### config.mk
export PLATFORM = sky130hd
export DESIGN_NAME = instr_issue_queue
export DESIGN_NICKNAME = d
export VERILOG_FILES = /design/src/rtl/instr_issue_queue.sv
export SDC_FILE = /design/constraint.sdc
export NUM_CORES = 1
export LEC_CHECK = 0
export CORE_MARGIN = 3
export CORE_UTILIZATION = 56
export CTS_BUF_LIST = sky130_fd_sc_hd__clkbuf_4 sky130_fd_sc_hd__clkbuf_8 sky130_fd_sc_hd__clkbuf_16
export DETAILED_ROUTE_END_ITERATION = 10
export GPL_TIMING_DRIVEN = 0
export PLACE_DENSITY_LB_ADDON = 0.05
export SLEW_MARGIN = 20
export SYNTH_ARGS = -nofsm -noshare
export SYNTH_HDL_FRONTEND = slang
export SYNTH_SLANG_ARGS = --single-unit
### constraint.sdc
create_clock -name clk -period 2.7 [get_ports clk]
set_input_delay 0.54 -clock clk [delete_from_list [all_inputs] [get_ports clk]]
set_output_delay 0.54 -clock clk [all_outputs]
set_load 0.02 [all_outputs]
### src/rtl/instr_issue_queue.sv
`default_nettype none
// ============================================================================
// instr_issue_queue : FIFO-buffered issuer of {func,in1,in2} words to the
//                     processor control state machine, with stuck-op watchdog
// Revision 1.0
// ============================================================================
module instr_issue_queue #(
  parameter int unsigned DEPTH   = 4,
  parameter int unsigned W_FUNC  = 4,
  parameter int unsigned W_REG   = 3,
  parameter int unsigned TIMEOUT = 16
) (
  input  logic                     clk,
  input  logic                     resetn,
  input  logic                     flush,
  input  logic                     wr_valid,
  output logic                     wr_ready,
  input  logic [W_FUNC-1:0]        wr_func,
  input  logic [W_REG-1:0]         wr_in1,
  input  logic [W_REG-1:0]         wr_in2,
  output logic [W_FUNC-1:0]        func,
  output logic [W_REG-1:0]         input1,
  output logic [W_REG-1:0]         input2,
  output logic                     start,
  input  logic                     done,
  output logic                     busy,
  output logic                     err,
  output logic [$clog2(DEPTH):0]   level
);

  localparam int unsigned PTR_W  = $clog2(DEPTH);
  localparam int unsigned TMR_W  = $clog2(TIMEOUT);
  localparam int unsigned WORD_W = W_FUNC + 2 * W_REG;
  localparam logic [PTR_W:0]   LVL_FULL = (PTR_W + 1)'(DEPTH);
  localparam logic [TMR_W-1:0] TMR_LAST = TMR_W'(TIMEOUT - 1);

  typedef enum logic [1:0] {
    S_IDLE  = 2'd0,
    S_ISSUE = 2'd1,
    S_WAIT  = 2'd2,
    S_ERR   = 2'd3
  } state_e;

  state_e              state_q, state_d;
  logic [WORD_W-1:0]   mem_q [DEPTH];
  logic [WORD_W-1:0]   mem_d [DEPTH];
  logic [PTR_W-1:0]    rd_ptr_q, rd_ptr_d;
  logic [PTR_W-1:0]    wr_ptr_q, wr_ptr_d;
  logic [PTR_W:0]      level_q, level_d;
  logic [W_FUNC-1:0]   func_q, func_d;
  logic [W_REG-1:0]    in1_q, in1_d;
  logic [W_REG-1:0]    in2_q, in2_d;
  logic [TMR_W-1:0]    timer_q, timer_d;
  logic                err_q, err_d;

  logic                push;
  logic                pop;
  logic [WORD_W-1:0]   head;
  logic [W_FUNC-1:0]   head_func;
  logic [W_REG-1:0]    head_in1;
  logic [W_REG-1:0]    head_in2;

  assign wr_ready  = (level_q != LVL_FULL) & ~flush;
  assign head      = mem_q[rd_ptr_q];
  assign head_func = head[WORD_W-1 -: W_FUNC];
  assign head_in1  = head[2*W_REG-1 -: W_REG];
  assign head_in2  = head[W_REG-1:0];

  always_comb begin
    state_d  = state_q;
    mem_d    = mem_q;
    rd_ptr_d = rd_ptr_q;
    wr_ptr_d = wr_ptr_q;
    level_d  = level_q;
    func_d   = func_q;
    in1_d    = in1_q;
    in2_d    = in2_q;
    timer_d  = timer_q;
    err_d    = err_q;
    push     = wr_valid & wr_ready;
    pop      = 1'b0;

    if (flush) begin
      // input1/input2 are deliberately left holding their last values
      state_d  = S_IDLE;
      rd_ptr_d = '0;
      wr_ptr_d = '0;
      level_d  = '0;
      func_d   = '0;
      timer_d  = '0;
      err_d    = 1'b0;
    end else begin
      case (state_q)
        S_IDLE: begin
          if (level_q != '0) begin
            pop = 1'b1;
            // a zero func is a NOP: consumed without ever reaching the FSM
            if (head_func != '0) begin
              func_d  = head_func;
              in1_d   = head_in1;
              in2_d   = head_in2;
              state_d = S_ISSUE;
            end
          end
        end
        S_ISSUE: begin
          timer_d = '0;
          state_d = S_WAIT;
        end
        S_WAIT: begin
          if (done) begin
            func_d  = '0;
            state_d = S_IDLE;
          end else if (timer_q == TMR_LAST) begin
            err_d   = 1'b1;
            func_d  = '0;
            state_d = S_ERR;
          end else begin
            timer_d = timer_q + 1'b1;
          end
        end
        S_ERR: begin
          state_d = S_ERR;
        end
        default: begin
          state_d = S_IDLE;
        end
      endcase

      if (push) begin
        mem_d[wr_ptr_q] = {wr_func, wr_in1, wr_in2};
        wr_ptr_d        = wr_ptr_q + 1'b1;
      end
      if (pop) begin
        rd_ptr_d = rd_ptr_q + 1'b1;
      end
      level_d = level_q + (PTR_W + 1)'(push) - (PTR_W + 1)'(pop);
    end
  end

  always_ff @(posedge clk or negedge resetn) begin
    if (!resetn) begin
      state_q  <= S_IDLE;
      rd_ptr_q <= '0;
      wr_ptr_q <= '0;
      level_q  <= '0;
      func_q   <= '0;
      in1_q    <= '0;
      in2_q    <= '0;
      timer_q  <= '0;
      err_q    <= 1'b0;
      for (int i = 0; i < int'(DEPTH); i++) begin
        mem_q[i] <= '0;
      end
    end else begin
      state_q  <= state_d;
      rd_ptr_q <= rd_ptr_d;
      wr_ptr_q <= wr_ptr_d;
      level_q  <= level_d;
      func_q   <= func_d;
      in1_q    <= in1_d;
      in2_q    <= in2_d;
      timer_q  <= timer_d;
      err_q    <= err_d;
      mem_q    <= mem_d;
    end
  end

  assign func   = func_q;
  assign input1 = in1_q;
  assign input2 = in2_q;
  assign start  = (state_q == S_ISSUE);
  assign busy   = (state_q != S_IDLE);
  assign err    = err_q;
  assign level  = level_q;

endmodule
`default_nettype wire
# ---- After elaboration in Yosys (flattened, before gate mapping)
# Cells that the tools add are included.
dict set report op_classes {
  add_sub_neg 5
  magnitude_cmp 3
  n_eq_ne 11
  n_mux 34
  bitwise 5
  n_reduce_logical 17
}
# op n
set op_table {}
lappend op_table {{$bwmux W40} 1}
lappend op_table {{$mux W4} 8}
lappend op_table {{$mux W10} 3}
lappend op_table {{$bmux W10 S2} 1}
lappend op_table {{$demux W10 S2} 1}
lappend op_table {{$mux W2} 9}
lappend op_table {{$pmux W4 S2} 2}
lappend op_table {{$ne A3 B3 Y1 const B} 5}
lappend op_table {{$reduce_bool A2 Y1} 5}
lappend op_table {{$reduce_and A3 Y1} 3}
lappend op_table {{$reduce_bool A3 Y1} 3}
lappend op_table {{$pmux W2 S4} 1}
lappend op_table {{$reduce_and A4 Y1} 2}
lappend op_table {{$mux W1} 7}
lappend op_table {{$ge A3 B3 Y1 const B} 2}
lappend op_table {{$not A2 Y3} 2}
lappend op_table {{$add A2 B1 Y2 const B} 2}
lappend op_table {{$add A4 B1 Y4 const B} 1}
lappend op_table {{$eq A2 B2 Y1 const B} 2}
lappend op_table {{$eq A4 B4 Y1 const B} 1}
lappend op_table {{$ne A4 B4 Y1 const B} 1}
lappend op_table {{$reduce_bool A4 Y1} 1}
lappend op_table {{$add A3 B1 Y3} 1}
lappend op_table {{$lt A3 B1 Y1 const B} 1}
lappend op_table {{9 further kinds} 10}
dict set report totals {
  ff_bits 64
  in_bits 15
  output_inout_bits 17
}

# ---- Longest topological paths before layout
# Gate-level depths: netlist of run 1.
dict set report logic_depth {
  ltp_word 9
  mapped_depth 10
  depth_no_buf 10
}

# ---- Least setup slack after synthesis of run 1
# No wires, ideal clock.
dict set report synth_timing {
  kind {register to register}
  startpoint {register level_q[1], in the netlist level[1]}
  endpoint {register level_q[2], in the netlist level[2]}
  arrival_ns 2.177
  required_ns 2.568
  path_slack_ns 0.391
  path_stages_with_launch 11
  path_buffers 0
  period_less_slack_ns 2.309
  path_cell_list {dfrtp_1 -> nor2_1 -> a211oi_2 -> inv_1 -> ha_1 -> inv_1 -> ha_1 -> inv_1 -> fa_1 -> xnor2_1 -> nor2_1}
}
dict set report synth_via {
  elab_chain_len 6
  word_cells_on_any_way 10
  classes_between {add/sub (2); eq/ne (1); mux (4); bitwise (2); reduce/logical (1)}
}
# element line_no
set synth_lines {}
lappend synth_lines {{start, declared} 49} ;# logic [PTR_W:0] level_q, level_d;
lappend synth_lines {{start signal, assigned} 159} ;# level_q <= level_d;
lappend synth_lines {{$ne A3 B3 Y1 / $reduce_bool A3 Y1 (equally long branches)} {63, 95}}
lappend synth_lines {{$and A1 B1 Y1 / $mux W1 (equally long branches)} {63, 95}}
lappend synth_lines {{$and A1 B1 Y1 / $mux W1 (equally long branches)} {80, 93}}
lappend synth_lines {{$add A3 B1 Y3 / $mux W1 (equally long branches)} {137, 83}}
lappend synth_lines {{$sub A3 B1 Y3 *} 137} ;# level_d = level_q + (PTR_W + 1)'(push) - (PTR_W + 1)'(pop);
lappend synth_lines {{$mux W3 *} 83} ;# if (flush) begin
lappend synth_lines {{via level_d[2]} 49}
# Mark *: on every way through the listed nets, which the timed path passes. The rest lies on a longest branch. The select of a mux whose other input is x is not followed.
# A chain may end at the register's enable or synchronous reset.

# ---- Worst setup path in the final report of run 1
dict set report layout_timing {
  startpoint {register state_q[1]}
  endpoint {output port start}
}
dict set report layout_via {
  elab_chain_len 1
}
# element line_no
set layout_lines {}
lappend layout_lines {{start, declared} 44} ;# state_e state_q, state_d;
lappend layout_lines {{start signal, assigned} 156} ;# state_q <= state_d;
lappend layout_lines {{$eq A2 B1 Y1} 172} ;# assign start = (state_q == S_ISSUE);
lappend layout_lines {{end, declared} 24} ;# output logic start,
# No other way between the ends.

==> flow_metrics.py, run 1 <==
metrics = {
    "cells_and_area": {
        "finish.utilization_pct": 69.99,
        "layout-drive-gt1-share_pct": 25.58,
        "multi_input_area_sq_um": 1335,
        "finalNetCount": 277,
        "syn_to_final_growth_pct": 19.89,
        "final_area_sq_um": 3597,
        "diodes": 0,
        "fill_cells": 413,
        "seq_area_sq_um": 1602,
    },
    "run": {
        "maxCapViolations": 0,
    },
    "synth": {
        "ys_warn_count": 0,
        "synthTopCellsByCount": "dfrtp_1 (64), mux2_2 (40), nor2_1 (11)",
        "synth_top_area_share_pct": 53.38,
        "yosysMostFrequentCell": "dfrtp_1",
        "synth.avg_cell_area_sq_um": 14.15,
        "synth_async_sr_flop_share_pct": 100.0,
        "synth.yosys.seq_area_share_pct": 53.38,
        "yosys-top-cells-area": "dfrtp_1 (53%), mux2_2 (15%), mux4_1 (7.9%), ha_1 (2.9%), mux2_1 (2.3%)",
        "yosys.area.top_type": "dfrtp_1",
        "synth-edff-count": 0,
        "yosysUniqueCellTypes": 40,
        "synth-main-ff-cell": "dfrtp_1",
        "syn_nets": 235,
        "syn-instance-count": 212,
        "synth_area_sq_um": 3000,
        "synth-seq-cells": 64,
    },
    "power": {
        "clock_power_share_pct": 20.5,
        "leakagePower_nw": 1.576,
        "power_density_nw_per_um2": 1055,
        "p_comb_share_pct": 38.1,
        "internal_power_mw": 2.607,
        "ir_worst_vdd_mv": 0.5880,
        "swShare_pct": 31.27,
        "p_seq_share_pct": 41.4,
        "switchingPower_mw": 1.186,
    },
    "worst_setup_path": {
        "cp.arrival_ns": 1.97,
        "critPathMaxStageDelay_ns": 0.54,
        "cp-end-kind": "output pin",
        "start_kind": "flip-flop",
        "path_common_cell": "clkbuf_1",
        "crit_fanout": 10,
        "cp_cell_sequence": "clkbuf_1, clkbuf_1, nor2b_1, clkdlybuf4s50_1",
        "slowest_stage": "clkdlybuf4s50_1",
        "crit_type": "reg2out",
        "crit_required_ns": 2.16,
    },
    "grt": {
        "grt_pass1_vias": 1906,
        "antenna_found_initial": 0,
        "grt_use_total_pct": 19.77,
        "grt_pass1_wl_mm": 9.390,
        "grt_max_degree": 41,
        "grt_overflow": 0,
    },
    "timing": {
        "fmax_mhz": 398.0,
        "period_share_pct": 93.06,
        "finalSetupViolCount": 0,
        "report.final.slew_viol_count": 0,
        "fin_skew_ns": 0.007125,
        "fin_crit_ns": 2.513,
        "hold_violations": 0,
        "worstMarginPinSlew_ns": 0.7545,
        "relSlewSlack_pct": 49.31,
        "fin_ws_ns": 0.1874,
        "rsz0062_at_grt": "no",
        "tns_ns": 0,
    },
    "cts": {
        "cts_resized": 0,
        "clockBufferDepth": 2,
        "numCtsBuffers": 9,
        "post_cts_buffers": 0,
        "insertion_delay_ns": 0.33,
        "htreeDepth": 3,
        "clkSinkCount": 64,
        "cts-root-buf": "clkbuf_8",
        "cts_tree": "done",
        "cts_hold_buffers": 0,
        "path_clk_slew_ns": 0.07,
    },
    "status": {
        "outcome": "complete, no violations",
    },
    "place": {
        "dpl-instance-area_sq_um": 3406,
        "io_buffer_count": 30,
        "place_ws_ns": -0.1534,
        "gp_congestion": 0.7833,
        "dp_hpwl_mm": 3.650,
    },
    "route": {
        "routed_wl_mm": 5.413,
        "drt_iter0_markers": 74,
        "drc": 0,
        "detail-route-antenna-nets": 0,
        "wl_per_cell_um": 16.50,
        "vias_per_cell": 5.683,
        "drtPass1Iterations": 4,
        "vias": 1864,
    },
    "floorplanning": {
        "row_count": 26,
        "core-area_sq_um": 5140,
        "die_x_um": 79.20,
        "die_h_um": 79.20,
        "start_util_pct": 58.37,
        "ios": 32,
        "die-area_sq_um": 6272,
    },
    "min_path": {
        "hold_path_class": "in2async",
    },
}
per-stage QoR:
step | power, mW | std cells | hold WS [ns]
after detailed placement | 3.047 | 313 | 0.4729
after global placement | 2.993 | 312 | 0.4723
after global routing | 4.047 | 328 | 0.1168
final | 3.794 | 328 | 0.1133
after CTS | 3.832 | 328 | 0.1110
after floorplan | 2.592 | 212 | 0.2444
registers in the layout, indices dropped and copies added (netlist names), 2 cells and up:
| name | count |
|---|---|
| mem_q | 40 |
| func | 4 |
| timer_q | 4 |
| input1 | 3 |
| input2 | 3 |
| level | 3 |
| rd_ptr_q | 2 |
| state_q | 2 |
| wr_ptr_q | 2 |
final timing paths:
| path | startpoint | endpoint | slack (ns) | cells past startpoint |
|---|---|---|---|---|
| max | state_q[1] | start | 0.19 | 4 |
| min | resetn | state_q[0] | 0.11 | 1 |
| max reg2reg | rd_ptr_q[1] | input1[2] | 0.25 | 5 |
| min reg2reg | input1[2] | input1[2] | 0.50 | 1 |
| max in group asynchronous | resetn | input2[2] | 2.08 | 2 |
| min in group clk | flush | timer_q[0] | 0.46 | 2 |
worst max-delay path, delay by kind of cell, from the launching register on:
kind          cells  cell delay, ns
simple gates      1            0.09
buf+inv           3            1.21
flops             1            0.34
per-layer routing:
layer | wire [um] | global-route usage [%] | vias up
li1 | - | - | 867
met1 | 2626 | 27.81 | 968
met2 | 2601 | 30.30 | 23
met3 | 117 | 3.741 | 6
met4 | 68 | 8.247 | 0
met5 | 0 | 0 | -
placed cells by master, fill, tap and decap left out, types with 2 or more instances in the layout:
master	n
nor2b_1	3
dfrtp_1	64
clkbuf_8	13
nand3b_1	2
clkbuf_1	5
a21oi_1	7
o211ai_1	2
or2_2	2
nor4b_1	2
nand2_1	7
mux2_1	6
nand2b_1	3
mux2_2	40
a22o_1	4
mux4_1	9
nor2_1	11
xnor2_1	3
o21ai_0	2
buf_4	2
clkdlybuf4s50_1	29
a31oi_1	2
ha_1	7
inv_1	7
nor3_1	2
a21o_1	2
nand3_1	3
cell type report:
class / count / area share, %
flip-flops and latches: 64 / 44.52
multi-input cells: 134 / 37.11
clock buffers: 13 / 4.974
repair buffers: 31 / 8.835
plain buffers: 7 / 1.043
well taps: 70 / 2.435
inverters: 7 / 0.7304
clock inverters: 2 / 0.3478
power groups by stage:
stage | sequential (mW) | clock [mW] | combinational (mW)
global route | 1.62 | 0.841 | 1.58
finish | 1.57 | 0.779 | 1.44
global placement | 1.57 | 0 | 1.42
floorplan | 1.61 | 0 | 0.978
detailed placement | 1.59 | 0 | 1.46
CTS | 1.57 | 0.798 | 1.46
kinds of logic (layout without fill, tap and decap cells):
| logic type | Yosys count | in the layout | share of synthesized area [%] |
|---|---|---|---|
| XOR/XNOR | 4 | 4 | 1.168 |
| buffers and inverters | 14 | 60 | 2.127 |
| adder cells (fa/ha/maj) | 8 | 8 | 3.586 |
| AND/OR/NAND/NOR | 41 | 41 | 7.632 |
| multiplexers | 56 | 56 | 25.90 |
| AO/OA/AOI/OAI | 25 | 25 | 6.213 |
| flip-flops | 64 | 64 | 53.38 |
Note: power is estimated with default switching activity, not from simulation.
==> run 2: changes to the inputs <==
CELL_PAD_IN_SITES_DETAIL_PLACEMENT = 1   (was default)
CELL_PAD_IN_SITES_GLOBAL_PLACEMENT = 1   (was default)
CORE_UTILIZATION = 46   (was 56)
==> run 2 against run 1 <==
Design area increased by 2.1%. Critical path type unchanged. Largest cell class unchanged. First-iteration DRC count fell by 28%. Count of clock-buffer cells in the layout decreased by 3.
==> flow_metrics.py, run 2 (same netlist as run 1, synthesis figures left out) <==
metrics = {
    "status": {
        "outcome": "complete, no violations",
    },
    "worst_setup_path": {
        "crit_fanout": 10,
        "start_kind": "flip-flop",
        "cp-end-kind": "output pin",
        "crit_type": "reg2out",
        "reg2reg_setup_slack_ns": 0.25,
        "r2r_end": "input1[2]",
        "rr_startpoint": "rd_ptr_q[1]",
        "cp.arrival_ns": 1.99,
        "crit_required_ns": 2.16,
        "ff2ff_path_depth": 5,
    },
    "floorplanning": {
        "die-area_sq_um": 7527,
        "ios": 32,
        "start_util_pct": 48.94,
        "die_x_um": 86.76,
        "row_count": 28,
        "die_h_um": 86.76,
        "core-area_sq_um": 6131,
    },
    "route": {
        "drc": 0,
        "vias_per_cell": 5.611,
        "drtPass1Iterations": 4,
        "detail-route-antenna-nets": 0,
        "vias": 1874,
        "drt_iter0_markers": 53,
        "routed_wl_mm": 6.145,
        "wl_per_cell_um": 18.40,
    },
    "power": {
        "clock_power_share_pct": 25.0,
        "p_comb_share_pct": 36.3,
        "switchingPower_mw": 1.262,
        "swShare_pct": 30.87,
        "p_seq_share_pct": 38.7,
        "ir_worst_vdd_mv": 0.7206,
        "leakagePower_nw": 1.606,
        "internal_power_mw": 2.826,
        "power.total_mw": 4.089,
        "power_density_nw_per_um2": 1113,
    },
    "timing": {
        "report.final.slew_viol_count": 0,
        "period_share_pct": 93.74,
        "rsz0062_at_grt": "no",
        "worstMarginPinSlew_ns": 0.7848,
        "fmax_mhz": 395.1,
        "hold_violations": 0,
        "fin_skew_ns": 0.01020,
        "fin_ws_ns": 0.1689,
        "fin_crit_ns": 2.531,
        "finalSetupViolCount": 0,
        "relSlewSlack_pct": 47.28,
    },
    "cells_and_area": {
        "layout-drive-gt1-share_pct": 25.87,
        "final_cell_mix": "dfrtp_1 (64), mux2_2 (40), clkdlybuf4s50_1 (29)",
        "largest_reg_flops": 40,
        "layout_commonest_cell": "dfrtp_1",
        "finalNetCount": 277,
        "diodes": 0,
        "syn_to_final_growth_pct": 22.44,
        "finish.utilization_pct": 59.92,
        "layout.cells.non_filler": 334,
        "regMostFlops": "mem_q",
        "final_area_sq_um": 3674,
    },
    "cts": {
        "cts-root-buf": "clkbuf_8",
        "cts_tree": "done",
        "clkSinkCount": 64,
        "post_cts_buffers": 0,
        "clockBufferDepth": 2,
        "numCtsBuffers": 9,
        "htreeDepth": 3,
        "insertion_delay_ns": 0.33,
        "path_clk_slew_ns": 0.07,
        "cts_hold_buffers": 0,
    },
    "place": {
        "dpl-instance-area_sq_um": 3412,
        "dp_hpwl_mm": 4.092,
        "gp_congestion": 0.7166,
        "io_buffer_count": 30,
        "dp_cells": 318,
        "place_ws_ns": -0.2403,
    },
    "grt": {
        "grt_pass1_vias": 1990,
        "grt_use_total_pct": 18.47,
        "grt_overflow": 0,
        "antenna_found_initial": 0,
        "grt_max_degree": 38,
        "grt_pass1_wl_mm": 10.38,
    },
    "min_path": {
        "hold_path_class": "in2async",
    },
    "run": {
        "maxCapViolations": 0,
    },
}
-- run 2: timing repair --
item,CTS,global route
hold endpoints to repair,0,0
resized for setup,0,1
endpoints found under the setup margin,0,1
-- run 2: metal layers --
metal  routed length, um  global-route usage, %  part of all wire (%)
met5                   0                      0                     0
met4                  63                  5.524                   1.0
met3                 158                  4.468                   2.6
met2                3086                  30.74                    50
met1                2837                  24.02                    46
-- run 2: how the worst max path moves through the flow --
stage / from / to / slack [ns] / cells past startpoint
after global placement: resetn / mem_q[0] / -1.11 / 1
after floorplan: level[1] / level[2] / 0.39 / 10
after CTS: wr_valid / level[2] / 0.11 / 11
after detailed placement: wr_valid / level[2] / -0.24 / 11
after global routing: state_q[1] / start / 0.03 / 4
final: state_q[1] / start / 0.17 / 4
-- run 2: layout make-up --
class,count,area (sq um)
fill,601,2457
sequential,64,1602
multi-input combinational,134,1343
timing repair buffer,31,317.8
clock buffer,10,137.6
clock inverter,6,116.4
tap,75,93.84
buffer,7,37.54
inverter,7,26.28
-- run 2: power by group through the flow --
stage                     clock network [mW]  logic (mW)  registers, mW
after floorplan                            0       0.978           1.61
after global placement                     0        1.45           1.57
after detailed placement                   0        1.49           1.59
after CTS                               1.05        1.51           1.58
after global routing                    1.10        1.64           1.63
final                                   1.02        1.49           1.58
-- run 2: metrics by stage --
| step | setup TNS (ns) | hold slack, ns |
|---|---|---|
| after floorplan | 0 | 0.2444 |
| after global routing | 0 | 0.1297 |
| after global placement | -71.34 | 0.4766 |
| final | 0 | 0.1277 |
| after CTS | 0 | 0.1283 |
| after detailed placement | -0.4021 | 0.4820 |
-- run 2: worst max-delay path, stage by stage, from the launching register on --
cell and delay [ns]:
dfrtp_1 0.34, clkbuf_1 0.34, clkbuf_1 0.37, nor2b_1 0.08, clkdlybuf4s50_1 0.54
==> patch 1: new RTL, flow settings as in run 2 <==
Set the parameter `DEPTH` to 8 (it was 4).
--- a/src/rtl/instr_issue_queue.sv
+++ b/src/rtl/instr_issue_queue.sv
@@ -5,7 +5,7 @@
 // Revision 1.0
 // ============================================================================
 module instr_issue_queue #(
-  parameter int unsigned DEPTH   = 4,
+  parameter int unsigned DEPTH   = 8,
   parameter int unsigned W_FUNC  = 4,
   parameter int unsigned W_REG   = 3,
   parameter int unsigned TIMEOUT = 16
Interface: changed (resized level); port bits go from 32 to 33. The function was not compared with the original's and may differ.
==> patch 1 against run 2 <==
  * Synthesized cell count increased by 62%
  * Sequential cell count increased by 43
  * Cell area increased by 57%
  * Synthesized area increased by 68%
  * Global-route usage increased by 0.77 points
  * Wire length increased by 82%
  * Power increased by 28%
  * Register-to-register slack got worse by 0.09 ns
  * Setup slack got worse by 0.0078 ns
  * Highest routed layer unchanged
==> patch 1: results (changes against run 2) <==
Clock tree
  – Longest Clk Path Bufs: 2 (unchanged)
  – Post-CTS Setup Bufs: 1 (was 0)
  – Cts repair resizes: 4 (was 0)
  – Clk_lat worst skew: 0.38 ns (was 0.33 ns)
  – Worst-path clk slew: 0.10 ns (was 0.07 ns)
  – H-tree levels: 3 (unchanged)

Critical path
  – Critical path's slowest cell: o41a_4 (was clkdlybuf4s50_1)
  – CP endpoint: input2[2] (was start)
  – Reg-to-reg setup timing slack: 0.16 ns (was 0.25 ns)
  – Crit-path leading delay family: multiplexers (was buffers and inverters)
  – CP Data Arrival Time: 2.80 ns (was 1.99 ns)
  – Worst R2R Start: rd_ptr_q[0] (was rd_ptr_q[1])
  – R2r endpoint: input2[2] (was input1[2])
  – Kind of critical path: reg2reg (was reg2out)

Detailed routing
  – Wire length per cell: 21.1 um (was 18.4 um)
  – Wire length on met1: 5150 um (was 2840 um)
  – Drt via density: 5.69 (was 5.61)
  – Metal3 WL: 390 um (was 158 um)
  – Routed wl met2: 5570 um (was 3090 um)
  – DR iter-0 viols: 112 (was 53)
  – Routed WL: 11200 um (was 6150 um)

Synth
  – Register area share after synthesis: 0.531 (was 0.534)
  – Most frequent cells after synthesis: dfrtp_1, mux2_2, nor2_1 (unchanged)
  – Cells after synthesis: 343 (was 212)
  – Synth top area cells: dfrtp_1, mux2_2, mux4_2, mux4_1, ha_1 (was dfrtp_1, mux2_2, mux4_1, ha_1, mux2_1)
  – Post-synthesis mux area share: 0.315 (was 0.259)
  – Mapped Nets: 368 (was 235)
  – FFs w/ async S/R, synth: 1.00 (unchanged)
  – Post-synthesis adder-cell area fraction: 0.0263 (was 0.0359)
  – Distinct cells, synth: 45 (was 40)
  – Synth Area in XOR/XNOR: 0.0122 (was 0.0117)
  – Complex-gate fraction of the synthesized area: 0.0343 (was 0.0621)

Global routing
  – First-pass GRT wire length: 18300 um (was 10400 um)
  – Number of global-route vias before repair: 3266 (was 1990)
  – Pin count of the biggest net entering global routing: 73 (was 38)
  – GRT Resource Usage Total: 0.192 (was 0.185)

Placed design
  – Final RePlAce weighted congestion: 0.692 (was 0.717)
  – I/O Buffers: 32 (was 30)
  – Post-DP HPWL: 7340 um (was 4090 um)
  – Placed instance count: 512 (was 318)

Pwr
  – Leak: 2.65 nW (was 1.61 nW)
  – Power density cells: 909 nW/um2 (was 1110 nW/um2)
  – Clock power frac: 0.179 (was 0.250)
  – Switching share of power: 0.340 (was 0.309)
  – Worst vdd ir: 0.542 mV (was 0.721 mV)
  – Logic pwr share: 0.401 (was 0.363)

Min path
  – Min-delay worst type: in2async (unchanged)

Timing
  – Skew final: 0.0140 ns (was 0.0102 ns)
  – Slew headroom: 0.325 (was 0.473)
  – Fin Hold WS: 0.0429 ns (was 0.128 ns)

Finish
  – Number of fillers in the final layout: 1027 (was 601)
  – Top reg by flops: mem_q (unchanged)
  – Max reg flops: 80 (was 40)
  – Nets: 412 (was 277)
  – Layout cells sized above 1: 0.365 (was 0.259)

Run status
  – Status: completed (unchanged)
## patch 1: per-stage QoR
step           worst slack [ns]  cell area (um2)
6_report                  0.161             5770
5_1_grt                  0.0143             5770
4_1_cts                 0.00870             5750
3_5_place_dp             -0.593             5560
3_3_place_gp              -3.11             5530
2_1_floorplan            0.0746             5040
## patch 1: cell type report
type | count | area (um2) | share of cell area
Clock inverter | 6 | 45.0 | 0.00781
Clock buffer | 10 | 131 | 0.0228
Tap cell | 136 | 170 | 0.0295
Inverter | 8 | 30.0 | 0.00521
Multi-Input combinational cell | 212 | 2280 | 0.396
Sequential cell | 107 | 2680 | 0.464
Buffer | 15 | 71.3 | 0.0124
Timing Repair Buffer | 34 | 357 | 0.0618
## patch 1: routing by layer
metal / global-route usage / up-vias
li1: - / 1362
met1: 0.262 / 1588
met2: 0.318 / 50
met3: 0.0453 / 6
met4: 0.0394 / 0
met5: 0 / -
==> patch 2: new RTL, flow settings as in run 2 <==
Without the edit above. Reset style: synchronous (`resetn`), changed in one clocked block.
--- a/src/rtl/instr_issue_queue.sv
+++ b/src/rtl/instr_issue_queue.sv
@@ -138,7 +138,7 @@
     end
   end
 
-  always_ff @(posedge clk or negedge resetn) begin
+  always_ff @(posedge clk) begin
     if (!resetn) begin
       state_q  <= S_IDLE;
       rd_ptr_q <= '0;
Formal check against the unedited RTL: differs if resetn is asserted again (counterexample within 4 cycles, from zero or initial values and one cycle with resetn low); with resetn held inactive, the same outputs for 4 cycles.
==> patch 2 against run 2 <==
  * Critical path depth grew 8
  * Non-clock buffer count is 15 higher
  * Critical path type is now reg2reg
  * Utilization decreased by 0.75 points
  * Clock skew grew 0.0057 ns
  * Worst hold slack improved by 0.34 ns
  * Clock power decreased by 17%
  * Synthesized area is 1.1% higher
  * Largest power group unchanged
  * Sequential cell count unchanged
  * Power is 33% lower
  * Wire length increased by 35%
  * Die area increased by 1.1%
  * Setup slack improved by 0.030 ns
  * Cell area shrank 0.68%
==> patch 2: results (changes against run 2) <==
Run status
  – Status: completed (unchanged)

Finish
  – Fin cells: 443 (was 334)
  – Layout cells sized above 1: 0.111 (was 0.259)

Detailed routing
  – Routed wl met2: 3960 um (was 3090 um)
  – Wire length on met1: 3960 um (was 2840 um)
  – Routed WL: 8300 um (was 6150 um)

Global routing
  – First-pass GRT wire length: 13700 um (was 10400 um)
  – Number of global-route vias before repair: 2696 (was 1990)
  – GRT met1 Usage: 0.326 (was 0.240)
  – Routing usage on met2: 0.371 (was 0.307)

Pwr
  – Worst vdd ir: 0.638 mV (was 0.721 mV)
  – Combinational Power: 0.852 mW (was 1.49 mW)
  – Clock Power: 0.842 mW (was 1.02 mW)
  – Power density cells: 756 nW/um2 (was 1110 nW/um2)

Critical path
  – Worst R2R Start: level[1] (was rd_ptr_q[1])
  – Worst-path fanout max: 16 (was 10)
  – Crit path largest cell delay: 0.38 ns (was 0.54 ns)
  – CP endpoint: level[2] (was start)
  – CP Data Arrival Time: 2.71 ns (was 1.99 ns)
  – Kind of critical path: reg2reg (was reg2out)

Timing
  – Worst-Margin Slew: 0.681 ns (was 0.785 ns)
  – Fin Hold WS: 0.465 ns (was 0.128 ns)
  – Post-route worst setup slack: 0.199 ns (was 0.169 ns)

Synth
  – Distinct cells, synth: 41 (was 40)
  – Mapped Nets: 351 (was 235)
  – Synth top area cells: dfxtp_1, a21boi_0, mux4_2, nand3_1, nand2_1 (was dfrtp_1, mux2_2, mux4_1, ha_1, mux2_1)
  – Main synth FF type: dfxtp_1 (was dfrtp_1)
  – Register area share after synthesis: 0.422 (was 0.534)

Clock tree
  – Clk_lat worst skew: 0.35 ns (was 0.33 ns)
  – Post-CTS Setup Bufs: 1 (was 0)
==> patch 2: changes by cell type in the layout (fill, tap and decap cells not counted), sizes merged, moves of 10 or more <==
cell and delta:
dfrtp -64, dfxtp +64, mux2 -46, a21boi +41
nand2 +39, nand3 +39, clkbuf +10
==> patch 2: logic make-up after synthesis <==
group | after synthesis | synth area share
compound gates | 74 | 0.189
xor+xnor | 7 | 0.0202
fa+ha+maj | 13 | 0.0561
buf+inv | 34 | 0.0454
flops | 64 | 0.422
mux | 12 | 0.0808
simple gates | 119 | 0.186
==> patch 2: final cells by class <==
class	instances	area, um2	share of cell area
clock inverter	5	56.3	0.0154
tap	75	93.8	0.0257
clock buffer	11	145	0.0398
buffer	22	103	0.0281
sequential	64	1290	0.354
inverter	10	37.5	0.0103
multi-input combinational	225	1620	0.444
timing repair buffer	31	303	0.0830
